## src/rtl/tmnt_pkg.sv

```systemverilog
// Shared types and memory-map defaults for the ROM/SDRAM read-port arbiter.
package tmnt_pkg;

  typedef enum logic [1:0] {
    ID_NONE = 2'd0,
    ID_CPU  = 2'd1,
    ID_TILE = 2'd2,
    ID_SPR  = 2'd3
  } port_id_e;

  typedef enum logic {
    ST_IDLE = 1'b0,
    ST_BUSY = 1'b1
  } arb_state_e;

  localparam int unsigned           MEM_AW        = 22;
  localparam logic [MEM_AW-1:0]     CPU_BASE_DEF  = 22'h000000;
  localparam logic [MEM_AW-1:0]     TILE_BASE_DEF = 22'h040000;
  localparam logic [MEM_AW-1:0]     SPR_BASE_DEF  = 22'h100000;
  localparam int unsigned           WAIT_MAX_DEF  = 4;

endpackage

```

## src/rtl/rom_req_slot.sv

```systemverilog
// One-deep request buffer: pend flag plus latched address for one requester.
module rom_req_slot #(
  parameter int unsigned W = 20
) (
  input  logic         clk,
  input  logic         reset,
  input  logic         strobe,
  input  logic [W-1:0] addr,
  input  logic         take,
  output logic         pend,
  output logic [W-1:0] pend_addr
);

  // A strobe in the same cycle as the grant re-queues the port with the new address.
  always_ff @(posedge clk) begin
    if (reset) begin
      pend      <= 1'b0;
      pend_addr <= '0;
    end else if (strobe) begin
      pend      <= 1'b1;
      pend_addr <= addr;
    end else if (take) begin
      pend      <= 1'b0;
    end
  end

endmodule

```

## src/rtl/gfx_rom_arbiter.sv

```systemverilog
// Shares one 32-bit memory read port between 68k program fetch, tile GFX and sprite GFX.
module gfx_rom_arbiter
  import tmnt_pkg::*;
#(
  parameter int unsigned     AW        = 22,
  parameter logic [AW-1:0]   CPU_BASE  = AW'(CPU_BASE_DEF),
  parameter logic [AW-1:0]   TILE_BASE = AW'(TILE_BASE_DEF),
  parameter logic [AW-1:0]   SPR_BASE  = AW'(SPR_BASE_DEF),
  parameter int unsigned     WAIT_MAX  = WAIT_MAX_DEF
) (
  input  logic          clk_main,
  input  logic          reset,
  input  logic          cpu_req,
  input  logic [17:0]   cpu_addr,
  output logic [15:0]   cpu_data,
  output logic          cpu_ack,
  input  logic          tile_req,
  input  logic [19:0]   tile_addr,
  output logic [31:0]   tile_data,
  output logic          tile_ack,
  input  logic          spr_req,
  input  logic [19:0]   spr_addr,
  output logic [31:0]   spr_data,
  output logic          spr_ack,
  output logic          mem_req,
  output logic [AW-1:0] mem_addr,
  input  logic          mem_rdy,
  input  logic [31:0]   mem_dout,
  output logic [1:0]    grant_id
);

  logic        cpu_pend, tile_pend, spr_pend;
  logic [17:0] cpu_pa;
  logic [19:0] tile_pa, spr_pa;
  logic        take_cpu, take_tile, take_spr;

  rom_req_slot #(.W(18)) u_cpu_slot (
    .clk(clk_main), .reset(reset), .strobe(cpu_req), .addr(cpu_addr),
    .take(take_cpu), .pend(cpu_pend), .pend_addr(cpu_pa)
  );
  rom_req_slot #(.W(20)) u_tile_slot (
    .clk(clk_main), .reset(reset), .strobe(tile_req), .addr(tile_addr),
    .take(take_tile), .pend(tile_pend), .pend_addr(tile_pa)
  );
  rom_req_slot #(.W(20)) u_spr_slot (
    .clk(clk_main), .reset(reset), .strobe(spr_req), .addr(spr_addr),
    .take(take_spr), .pend(spr_pend), .pend_addr(spr_pa)
  );

  logic [AW-1:0] cpu_maddr, tile_maddr, spr_maddr;
  assign cpu_maddr  = CPU_BASE  + AW'(cpu_pa[17:1]);
  assign tile_maddr = TILE_BASE + AW'(tile_pa);
  assign spr_maddr  = SPR_BASE  + AW'(spr_pa);

  arb_state_e    state_q, state_d;
  port_id_e      owner_q, owner_d;
  logic          cpu_lsb_q, cpu_lsb_d;
  logic [3:0]    starve_q;
  logic          cpu_due;
  logic          mem_req_d;
  logic [AW-1:0] mem_addr_d;
  logic          cpu_ack_d, tile_ack_d, spr_ack_d;
  logic [15:0]   cpu_data_d;
  logic [31:0]   tile_data_d, spr_data_d;

  assign cpu_due  = cpu_pend && (starve_q == 4'(WAIT_MAX));
  assign grant_id = owner_q;

  always_comb begin
    state_d     = state_q;
    owner_d     = owner_q;
    cpu_lsb_d   = cpu_lsb_q;
    mem_req_d   = mem_req;
    mem_addr_d  = mem_addr;
    take_cpu    = 1'b0;
    take_tile   = 1'b0;
    take_spr    = 1'b0;
    cpu_ack_d   = 1'b0;
    tile_ack_d  = 1'b0;
    spr_ack_d   = 1'b0;
    cpu_data_d  = cpu_data;
    tile_data_d = tile_data;
    spr_data_d  = spr_data;
    case (state_q)
      ST_IDLE: begin
        if (cpu_due)        take_cpu  = 1'b1;
        else if (tile_pend) take_tile = 1'b1;
        else if (spr_pend)  take_spr  = 1'b1;
        else if (cpu_pend)  take_cpu  = 1'b1;
        if (take_cpu) begin
          owner_d    = ID_CPU;
          mem_addr_d = cpu_maddr;
          cpu_lsb_d  = cpu_pa[0];
        end else if (take_tile) begin
          owner_d    = ID_TILE;
          mem_addr_d = tile_maddr;
        end else if (take_spr) begin
          owner_d    = ID_SPR;
          mem_addr_d = spr_maddr;
        end
        if (take_cpu || take_tile || take_spr) begin
          mem_req_d = 1'b1;
          state_d   = ST_BUSY;
        end
      end
      ST_BUSY: begin
        if (mem_rdy) begin
          mem_req_d = 1'b0;
          owner_d   = ID_NONE;
          state_d   = ST_IDLE;
          case (owner_q)
            ID_CPU: begin
              cpu_ack_d  = 1'b1;
              cpu_data_d = cpu_lsb_q ? mem_dout[31:16] : mem_dout[15:0];
            end
            ID_TILE: begin
              tile_ack_d  = 1'b1;
              tile_data_d = mem_dout;
            end
            ID_SPR: begin
              spr_ack_d  = 1'b1;
              spr_data_d = mem_dout;
            end
            default: ;
          endcase
        end
      end
      default: state_d = ST_IDLE;
    endcase
  end

  always_ff @(posedge clk_main) begin
    if (reset) begin
      state_q   <= ST_IDLE;
      owner_q   <= ID_NONE;
      cpu_lsb_q <= 1'b0;
      mem_req   <= 1'b0;
      mem_addr  <= '0;
      cpu_ack   <= 1'b0;
      tile_ack  <= 1'b0;
      spr_ack   <= 1'b0;
      cpu_data  <= '0;
      tile_data <= '0;
      spr_data  <= '0;
    end else begin
      state_q   <= state_d;
      owner_q   <= owner_d;
      cpu_lsb_q <= cpu_lsb_d;
      mem_req   <= mem_req_d;
      mem_addr  <= mem_addr_d;
      cpu_ack   <= cpu_ack_d;
      tile_ack  <= tile_ack_d;
      spr_ack   <= spr_ack_d;
      cpu_data  <= cpu_data_d;
      tile_data <= tile_data_d;
      spr_data  <= spr_data_d;
    end
  end

  // Counts video grants that overtook a waiting cpu; saturates so cpu_due stays asserted.
  always_ff @(posedge clk_main) begin
    if (reset) begin
      starve_q <= '0;
    end else if (take_cpu || !cpu_pend) begin
      starve_q <= '0;
    end else if ((take_tile || take_spr) && (starve_q != 4'(WAIT_MAX))) begin
      starve_q <= starve_q + 4'd1;
    end
  end

endmodule

```

## config.mk

```make
export PLATFORM = sky130hd
export DESIGN_NAME = gfx_rom_arbiter
export DESIGN_NICKNAME = d
export VERILOG_FILES = /design/src/rtl/tmnt_pkg.sv /design/src/rtl/rom_req_slot.sv /design/src/rtl/gfx_rom_arbiter.sv
export SDC_FILE = /design/constraint.sdc
export NUM_CORES = 1
export LEC_CHECK = 0
export ABC_AREA = 1
export CAP_MARGIN = 15
export CELL_PAD_IN_SITES_DETAIL_PLACEMENT = 1
export CELL_PAD_IN_SITES_GLOBAL_PLACEMENT = 1
export CORE_MARGIN = 3
export CORE_UTILIZATION = 37
export CTS_BUF_LIST = sky130_fd_sc_hd__clkbuf_8
export DETAILED_ROUTE_END_ITERATION = 8
export HOLD_SLACK_MARGIN = 0.1
export PLACE_DENSITY = 0.87
export SYNTH_ARGS = -nofsm -noshare
export SYNTH_HDL_FRONTEND = slang
export SYNTH_SLANG_ARGS = --single-unit
```

## constraint.sdc

```tcl
create_clock -name clk_main -period 3.6 [get_ports clk_main]
set_clock_uncertainty 0.05 [all_clocks]
set_input_delay 0.9 -clock clk_main [delete_from_list [all_inputs] [get_ports clk_main]]
set_output_delay 0.9 -clock clk_main [all_outputs]
set_load 0.01 [all_outputs]
```

[Word level (Yosys, flattened, before mapping)]
Index checks and enable logic that the tools add are counted.
Cells by class
  bitwise gates (word level): 2
  multiplexer cells: 39
  reduce and logical (&&, ||, !) cells: 20
  $add $sub $neg: 3
  equality and inequality tests: 8
Operators by type and width (number)
  22-bit 2-to-1 mux: 3
  1-bit 2-to-1 mux: 28
  21-bit by 20-bit adder with 22-bit output, first input constant: 1
  19-bit by 20-bit adder with 21-bit output, first input constant: 1
  16-bit 2-to-1 mux: 1
  3-bit AND reduction: 3
  2-bit 2-to-1 mux: 4
  2-bit AND reduction: 4
  2-bit nonzero test: 3
  4-bit by 1-bit adder with 4-bit output, second input constant: 1
  2-bit == test, second input constant: 2
  4-bit by 3-bit == test with 1-bit output, second input constant: 1
  1-bit logical OR: 4
  2-bit != test, second input constant: 2
  4-bit by 1-bit != test with 1-bit output, second input constant: 1
  4-bit by 3-bit != test with 1-bit output, second input constant: 1
  1-bit case mux with 2 select lines: 2
  2-bit case mux with 2 select lines: 1
  3-bit nonzero test: 1
  3-bit OR reduction: 1
  2-bit by 1-bit == test with 1-bit output, second input constant: 1
  1-bit logical AND: 2
  1-bit NOT: 2
  2-bit OR reduction: 1
  1-bit logical NOT: 1
Word-level totals
  word-level logic and storage cells: 90
  flip-flop bits (word level): 175
  bits of input ports: 96
  output and inout bits: 108

[Logic depth before layout (Yosys ltp)]
Gate-level depths: netlist of the first run.
  depth in word-level cells: 9
  depth in mapped cells: 10
  depth with buffers taken out: 9

[By module]
From an unflattened synthesis of the first run, not the netlist that was laid out.
Second synthesis, totals
  cells, all modules: 890
  area, all modules: 6980.4 um^2
Modules (own cells, without submodules)
  gfx_rom_arbiter: area each 4809.6 um^2, sequential area each 2262.2 um^2, instances 1, cells an instance 624
  rom_req_slot (u_spr_slot ...): area each 740.7 um^2, sequential area each 420.4 um^2, instances 2, cells an instance 92
  rom_req_slot (u_cpu_slot): area each 689.4 um^2, sequential area each 380.4 um^2, instances 1, cells an instance 82

[Worst setup path after synthesis of the first run]
Ideal clock, no wire load.
  kind: input to register
  start point: input reset
  end point: register cpu_data[0]
  data required time: 3.480 ns
  stages: 6
  library setup time: 0.070 ns
  buffers on the path: 3
  path slack: 1.771 ns
  arrival: 1.709 ns
  cell sequence: clkbuf_1 inv_1 buf_2 clkbuf_1 o21ai_0 a21oi_1
RTL lines
  start: declaration: RTL line gfx_rom_arbiter.sv:12  | input logic reset,
  end signal: assignment: RTL line gfx_rom_arbiter.sv:154  | cpu_data <= cpu_data_d;
  end: declaration: RTL line gfx_rom_arbiter.sv:15  | output logic [15:0] cpu_data,

[Worst setup path after layout of the first run]
  start point: input mem_rdy
  end point: register tile_data[3]
Between the ends
  cells in the longest elaborated chain, start to end: 1
RTL lines
  start: declaration: RTL line gfx_rom_arbiter.sv:27  | input logic mem_rdy,
  3-bit AND reduction (no source line)
  end signal: assignment: RTL line gfx_rom_arbiter.sv:155  | tile_data <= tile_data_d;
  end: declaration: RTL line gfx_rom_arbiter.sv:19  | output logic [31:0] tile_data,
No other way between the ends.
A chain may end at the register's enable or synchronous reset.

==> results of run 1 <==
final cells by class:
type,count,area [um2]
inverter,86,324.1
timing repair buffer,212,2142
clock buffer,18,247.7
sequential,174,3483
clock inverter,13,236.5
fill,2200,8245
multi-input combinational,576,2634
tap,225,281.5
antenna,1,2.502
layout by cell type, fill, tap and decap left out, types with 3 or more instances in the layout:
master,n
clkdlybuf4s50_1,202
dfxtp_1,174
nor2_1,165
o21ai_0,140
a21oi_1,112
nand2_1,91
inv_1,79
nand3_1,50
clkbuf_8,18
buf_4,7
bufinv_16,6
inv_2,5
nand2_2,3
ha_1,3
clkinv_4,3
critical path, stage by stage:
cell	delay, ns
clkdlybuf4s50_1	0.51
nand2_1	0.13
inv_2	0.10
nand2_2	0.21
inv_2	0.63
o21ai_0	0.17
a21oi_1	0.17
routing by layer:
| metal | share of wire, % | GRT usage (%) | up-vias |
|---|---|---|---|
| met2 | 50 | 38.27 | 172 |
| met1 | 43 | 27.56 | 3152 |
| met3 | 5.1 | 5.427 | 41 |
| met4 | 2.6 | 8.363 | 2 |
| li1 | - | - | 3227 |
| met5 | 0.048 | 0 | - |
where the power goes:
group	switching [mW]	internal [mW]	total [mW]
logic	0.354	0.297	0.651
registers	0.0543	2.03	2.08
clock network	0.728	0.918	1.65
total	1.14	3.24	4.38
state kept, by name (all words and copies together) (netlist names), 2 cells and up:
register and cells:
spr_data 32, tile_data 32, mem_addr 21, u_spr_slot.pend_addr 20, u_tile_slot.pend_addr 20, u_cpu_slot.pend_addr 18
cpu_data 16, starve_q 4, grant_id 2
kinds of logic (layout without fill, tap and decap cells):
logic type | Yosys count | count (layout) | share of synthesized area (%)
flops | 174 | 174 | 51.57
other cells | 1 | 2 | 0.05551
xor+xnor | 2 | 2 | 0.2594
simple gates | 314 | 314 | 19.02
fa+ha+maj | 3 | 3 | 0.5557
compound gates | 256 | 256 | 19.10
buf+inv | 147 | 329 | 9.446
path summary, 6_finish.rpt:
kind	from	end	slack [ns]	cells after the start
worst min register to register	u_tile_slot.pend_addr[5]$_SDFFE_PP0P_	u_tile_slot.pend_addr[5]$_SDFFE_PP0P_	0.41	2
worst max-delay path	mem_rdy	tile_data[3]$_SDFFE_PP0P_	1.06	7
worst min-delay path	u_tile_slot.pend_addr[5]$_SDFFE_PP0P_	u_tile_slot.pend_addr[5]$_SDFFE_PP0P_	0.41	2
worst max register to register	starve_q[0]$_SDFFE_PP0P_	mem_addr[9]$_SDFFE_PP0P_	1.43	9
metrics by stage:
stage	power, mW	worst slack, ns	cell area (um2)
CTS	4.416	1.102	9321
detailed placement	2.775	0.6180	8837
floorplan	2.454	1.771	6755
global route	4.582	0.8905	9351
global placement	2.750	0.7479	8837
finish	4.380	1.063	9351
==> results.md, run 1 <==
* Status: finished, final reports clean
* Boundary Pins at 204
* Drt first-iter violations at 328
* Highest achievable clock rate at 394.1 MHz
* Type of the tightest min-delay check: flip-flop to flip-flop
* Synth area leaders: dfxtp_1, o21ai_0, nor2_1
* Number of standard cells in the final layout excluding fillers at 1305
* Static leakage at 3.857 nW
* Initial antenna violation count at 2
* Synthesis-to-layout area growth at 38.43%
* Initial DRT Pass Iterations at 5
* Core utilization of the finished layout at 53.14%
* Worst hold slack across all endpoints at 0.4121 ns
* Hold violation count in the final report at 0
* Wire length of the first global-routing pass at 35.62 mm
* GR Util All Layers at 22.49%
* Cell total after placement at 1272
* Number of library cell types mapped by synthesis at 28
* Proportion of synthesized flip-flops having asynchronous set or reset at 0%
* Buffers on Ports at 202
* Top-area cell type share of the netlist area at 51.57%
* Max-cap violations at 0
* Remaining DRCs at 0
* Routed wirelength normalized by instance count at 17.39 um
* CTS tree: built
* Leftover overflow at the end of global routing at 0
* Wire length reported by the detailed router at 22.69 mm
* Share of the yosys chip area belonging to registers at 51.57%
* Pin count of the biggest net entering global routing at 51
* Most instantiated library cell after synthesis: dfxtp_1
* Maximum vdd drop at 0.0002291 V
* Vias after detailed routing at 6594
* Final slew viol count at 0
* Endpoint class of the critical path: flip-flop
* Power density over cell area at 468.4 nW/um2
* RSZ-0062 raised after global routing: no
* Final critical delay including setup and external delays at 2.537 ns
* Flip-flop and latch count after synthesis at 174
* Max Fanout on Critical Path at 48
* Die Wd at 141.1 um
* Predominant post-synthesis flop cell: dfxtp_1
* Area of the placeable core at 17600 um2
* EDFF count, synth at 0
* Arrival time worst endpoint at 2.86 ns
* Share of cells above drive strength 1 at 5.005%
* Post-CTS setup buffer count at 0
* H-tree depth reported by CTS at 4
* Die boundary height at 141.1 um
* WP data required at 3.92 ns
* Net count after synthesis at 996
* Final setup violating endpoints at 0
* Antenna Violating Nets Remaining at 0
* Vias per Instance at 5.053
* Placed wire-length estimate after detailed placement at 15.83 mm
* Worst Max-Slew Pin Slew at 0.7562 ns
* Number of buffers created by CTS at 17
* Clock Path Buffers at 2
* Period Utilization, post-route at 70.48%
* Effective utilization at floorplan at 38.39%
* Synth Cell Area at 6755 um2
* Total number of nets in the final design at 1166
* Mean instance size in the synthesized netlist at 7.531 um2
* Number of instances in the synthesized netlist at 897
* Sum Neg Setup Slack at 0 ns
* Critical path class: input port to flip-flop
* Number of hold-repair buffers added at the cts stage at 0
* Worst max-slew margin expressed relative to the limit at 49.52%
* Top cell type by total area after synthesis: dfxtp_1
* Total Die Area at 19910 um2
* Clock-pin transition on the worst setup and hold timing paths at 0.09 ns
* Post-cts gate resize count at 0
* Via count of the first global-routing pass at 6741
* Syn. warnings at 0
* CP startpoint kind: input port
* Clock latency of the later-clocked register in the worst-skew pair at 0.45 ns
* CTS Root Cell: clkbuf_8
* Top cell types by occurrence after synthesis: dfxtp_1, nor2_1, o21ai_0
* Placer's final routability congestion estimate at 0.8024
* Placement row count at 48
* Total clock sinks at 174
(Power assumes the default switching activity.)
==> run 2, diff against run 1 <==
--- a/config.mk
+++ b/config.mk
@@ -10,11 +10,11 @@
 export CELL_PAD_IN_SITES_DETAIL_PLACEMENT = 1
 export CELL_PAD_IN_SITES_GLOBAL_PLACEMENT = 1
 export CORE_MARGIN = 3
-export CORE_UTILIZATION = 37
+export CORE_UTILIZATION = 34
 export CTS_BUF_LIST = sky130_fd_sc_hd__clkbuf_8
 export DETAILED_ROUTE_END_ITERATION = 8
 export HOLD_SLACK_MARGIN = 0.1
-export PLACE_DENSITY = 0.87
+export PLACE_DENSITY = 0.81
 export SYNTH_ARGS = -nofsm -noshare
 export SYNTH_HDL_FRONTEND = slang
 export SYNTH_SLANG_ARGS = --single-unit
==> constraint.sdc (replaced) <==
create_clock -name clk_main -period 2.35 [get_ports clk_main]
set_clock_uncertainty 0.05 [all_clocks]
set_input_delay 0.5875 -clock clk_main [delete_from_list [all_inputs] [get_ports clk_main]]
set_output_delay 0.5875 -clock clk_main [all_outputs]
set_load 0.01 [all_outputs]
==> results.md, run 2 (synthesized netlist as in run 1, its figures left out) <==
* Commonest cells after routing, fill and taps aside: clkdlybuf4s50_1, dfxtp_1, nor2_1, o21ai_0, a21oi_1 (unchanged)
* Effective utilization at floorplan at 35.40% (was 38.39%)
* Placement row count at 50 (was 48)
* Share of cells above drive strength 1 at 5.699% (was 5.005%)
* Vias per Instance at 4.868 (was 5.053)
* Highest achievable clock rate at 471.7 MHz
* Routed wirelength normalized by instance count at 16.79 um (was 17.39 um)
* Clock share of power at 32.8% (was 37.6%)
* Most common cell after layout, fill and taps aside: clkdlybuf4s50_1 (unchanged)
* Hold-critical path depth at 2 (unchanged)
* Final critical delay including setup and external delays at 2.120 ns
* Status: finished, final reports clean (unchanged)
* Die boundary height at 147.0 um (was 141.1 um)
* Comb pwr share at 16.2% (was 14.9%)
* Buffers on Ports at 202 (unchanged)
* Reg-to-Reg End: mem_addr[10]$_SDFFE_PP0P_ (was mem_addr[9]$_SDFFE_PP0P_)
* Clock latency of the later-clocked register in the worst-skew pair at 0.45 ns (about the same)
* Critical path destination: grant_id[0] (was tile_data[3]$_SDFFE_PP0P_)
* Switching part of the total power at 28.57% (was 25.93%)
* Critical path class: flip-flop to output port (was input port to flip-flop)
* Power density over cell area at 664.2 nW/um2 (was 468.4 nW/um2)
* Wire length on met2 at 11.06 mm (was 11.24 mm)
* Via count of the first global-routing pass at 6928 (was 6741)
* Antenna cell count at 0 (was 1)
* CTS tree: built (unchanged)
* Wire length on met1 at 9.910 mm (was 9.697 mm)
* Drt first-iter violations at 343 (was 328)
* Synthesis-to-layout area growth at 39.27% (was 38.43%)
* Die Wd at 147.0 um (was 141.1 um)
* CTS Root Cell: clkbuf_8 (unchanged)
* Total number of nets in the final design at 1174 (was 1166)
* Critical-path cell with the highest stage delay: clkdlybuf4s50_1 (was inv_2)
* Placer's final routability congestion estimate at 0.8028 (was 0.8024)
* WP data required at 1.71 ns (was 3.92 ns)
* Largest registers: spr_data (32), tile_data (32), mem_addr (21) (unchanged)
* Highest metal layer with signal wires: met5 (unchanged)
* Number of buffers created by CTS at 17 (unchanged)
* Initial DRT Pass Iterations at 4 (was 5)
* Period Utilization, post-route at 90.21%
* Delay of the slowest cell on the worst path at 0.58 ns (was 0.63 ns)
* Worst Max-Slew Pin Slew at 0.6853 ns (was 0.7562 ns)
* Total clock sinks at 174 (unchanged)
* Pin count of the biggest net entering global routing at 58 (was 51)
* Type of the tightest min-delay check: flip-flop to flip-flop (unchanged)
* Boundary Pins at 204 (unchanged)
* Clock Path Buffers at 2 (unchanged)
* Series of cell instances along the critical path: clkdlybuf4s50_1 (was clkdlybuf4s50_1 -> nand2_1 -> inv_2 -> nand2_2 -> inv_2 -> o21ai_0 -> a21oi_1)
* Area of the placeable core at 19080 um2 (was 17600 um2)
* Max Fanout on Critical Path at 5 (was 48)
* Initial antenna violation count at 1 (was 2)
* Flop-to-flop setup slack at 0.39 ns (was 1.43 ns)
* Post-CTS setup buffer count at 0 (unchanged)
* Static leakage at 3.864 nW (was 3.857 nW)
* GR Util All Layers at 20.97% (was 22.49%)
* Internal Power at 4.463 mW (was 3.244 mW)
* Register-to-Register Path Depth at 9 (unchanged)
* CP startpoint kind: flip-flop (was input port)
* Worst max-slew margin expressed relative to the limit at 54.25% (was 49.52%)
* Wire length of the first global-routing pass at 36.54 mm (was 35.62 mm)
* RSZ-0062 raised after global routing: no (unchanged)
* H-tree depth reported by CTS at 4 (unchanged)
* Hold violation count in the final report at 0 (unchanged)
* Sum Neg Setup Slack at 0 ns (unchanged)
* Worst hold slack across all endpoints at 0.4096 ns (was 0.4121 ns)
* Source of the worst register-to-register timing path: starve_q[0]$_SDFFE_PP0P_ (unchanged)
* Sequential cell fraction of total power at 51.0% (was 47.6%)
* Total Die Area at 21600 um2 (was 19910 um2)
* Clock-pin transition on the worst setup and hold timing paths at 0.09 ns (about the same)
* Sw Pwr at 1.785 mW (was 1.136 mW)
* Maximum vdd drop at 0.0003284 V (was 0.0002291 V)
* Number of hold-repair buffers added at the cts stage at 0 (unchanged)
* Max-cap violations at 0 (unchanged)
* Cell family with most CP delay: buffers and inverters (unchanged)
* Endpoint class of the critical path: output port (was flip-flop)
* Core utilization of the finished layout at 49.30% (was 53.14%)
* Remaining DRCs at 0 (unchanged)
* Leftover overflow at the end of global routing at 0 (unchanged)
* Arrival time worst endpoint at 1.48 ns (was 2.86 ns)
* Antenna Violating Nets Remaining at 0 (unchanged)
* Number of stages on the worst setup path at 1 (was 7)
* Routed wl met3 at 1.171 mm (was 1.161 mm)
* Vias after detailed routing at 6562 (was 6594)
* Placed wire-length estimate after detailed placement at 16.01 mm (was 15.83 mm)
* Final setup violating endpoints at 0 (unchanged)
* Buffer and inverter count on the worst path at 1 (was 3)
* Total power consumption of the routed design at 6.249 mW (was 4.380 mW)
* Post-cts gate resize count at 0 (unchanged)
* Final slew viol count at 0 (unchanged)
* Worst setup path startpoint: grant_id[0]$_SDFFE_PP0P_ (was mem_rdy)
* Wire length reported by the detailed router at 22.64 mm (was 22.69 mm)
==> run 2: how the worst min path moves through the flow <==
stage	end	from	slack [ns]
after floorplan	u_tile_slot.pend_addr[17]$_SDFFE_PP0P_	u_tile_slot.pend_addr[17]$_SDFFE_PP0P_	0.38
after global placement	u_tile_slot.pend_addr[17]$_SDFFE_PP0P_	u_tile_slot.pend_addr[17]$_SDFFE_PP0P_	0.39
after detailed placement	u_tile_slot.pend_addr[16]$_SDFFE_PP0P_	u_tile_slot.pend_addr[16]$_SDFFE_PP0P_	0.40
after CTS	u_tile_slot.pend_addr[16]$_SDFFE_PP0P_	u_tile_slot.pend_addr[16]$_SDFFE_PP0P_	0.41
after global routing	u_tile_slot.pend_addr[16]$_SDFFE_PP0P_	u_tile_slot.pend_addr[16]$_SDFFE_PP0P_	0.43
final	u_spr_slot.pend_addr[1]$_SDFFE_PP0P_	u_spr_slot.pend_addr[1]$_SDFFE_PP0P_	0.41
==> run 2: layout make-up <==
class / instances / area, um2
Clock buffer: 18 / 247.7
Clock inverter: 14 / 136.4
Fill cell: 2354 / 9673
Inverter: 86 / 324.1
Multi-Input combinational cell: 576 / 2634
Sequential cell: 174 / 3483
Tap cell: 260 / 325.3
Timing Repair Buffer: 220 / 2257
==> run 2: worst register-to-register path: cells and delay by family (launching register included) <==
kind | cells | cell delay, ns
adder cells (fa/ha/maj) | 1 | 0.24
AND/OR/NAND/NOR | 5 | 0.73
buffers and inverters | 3 | 0.50
flip-flops | 1 | 0.40
==> run 2: power groups by stage <==
stage | logic (mW) | clock network [mW] | registers [mW]
after global placement | 0.988 | 0 | 3.25
after floorplan | 0.479 | 0 | 3.28
after global routing | 1.13 | 2.23 | 3.21
after detailed placement | 1.01 | 0 | 3.26
final | 1.01 | 2.05 | 3.19
after CTS | 1.02 | 2.11 | 3.19
==> run 2: per-layer routing <==
metal | vias to the layer above | global-route usage, %
met5 | - | 0
met4 | 2 | 6.757
met3 | 32 | 5.830
met2 | 146 | 35.86
met1 | 3141 | 25.65
li1 | 3241 | -
==> run 2: through the flow <==
step / instances / worst slack [ns] / area, um2
finish: 1348 / 0.2301 / 9408
floorplan: 897 / 0.8333 / 6755
global placement: 1316 / 0.2993 / 9024
global route: 1348 / 0.1521 / 9408
detailed placement: 1316 / 0.2160 / 9024
CTS: 1348 / 0.1878 / 9408
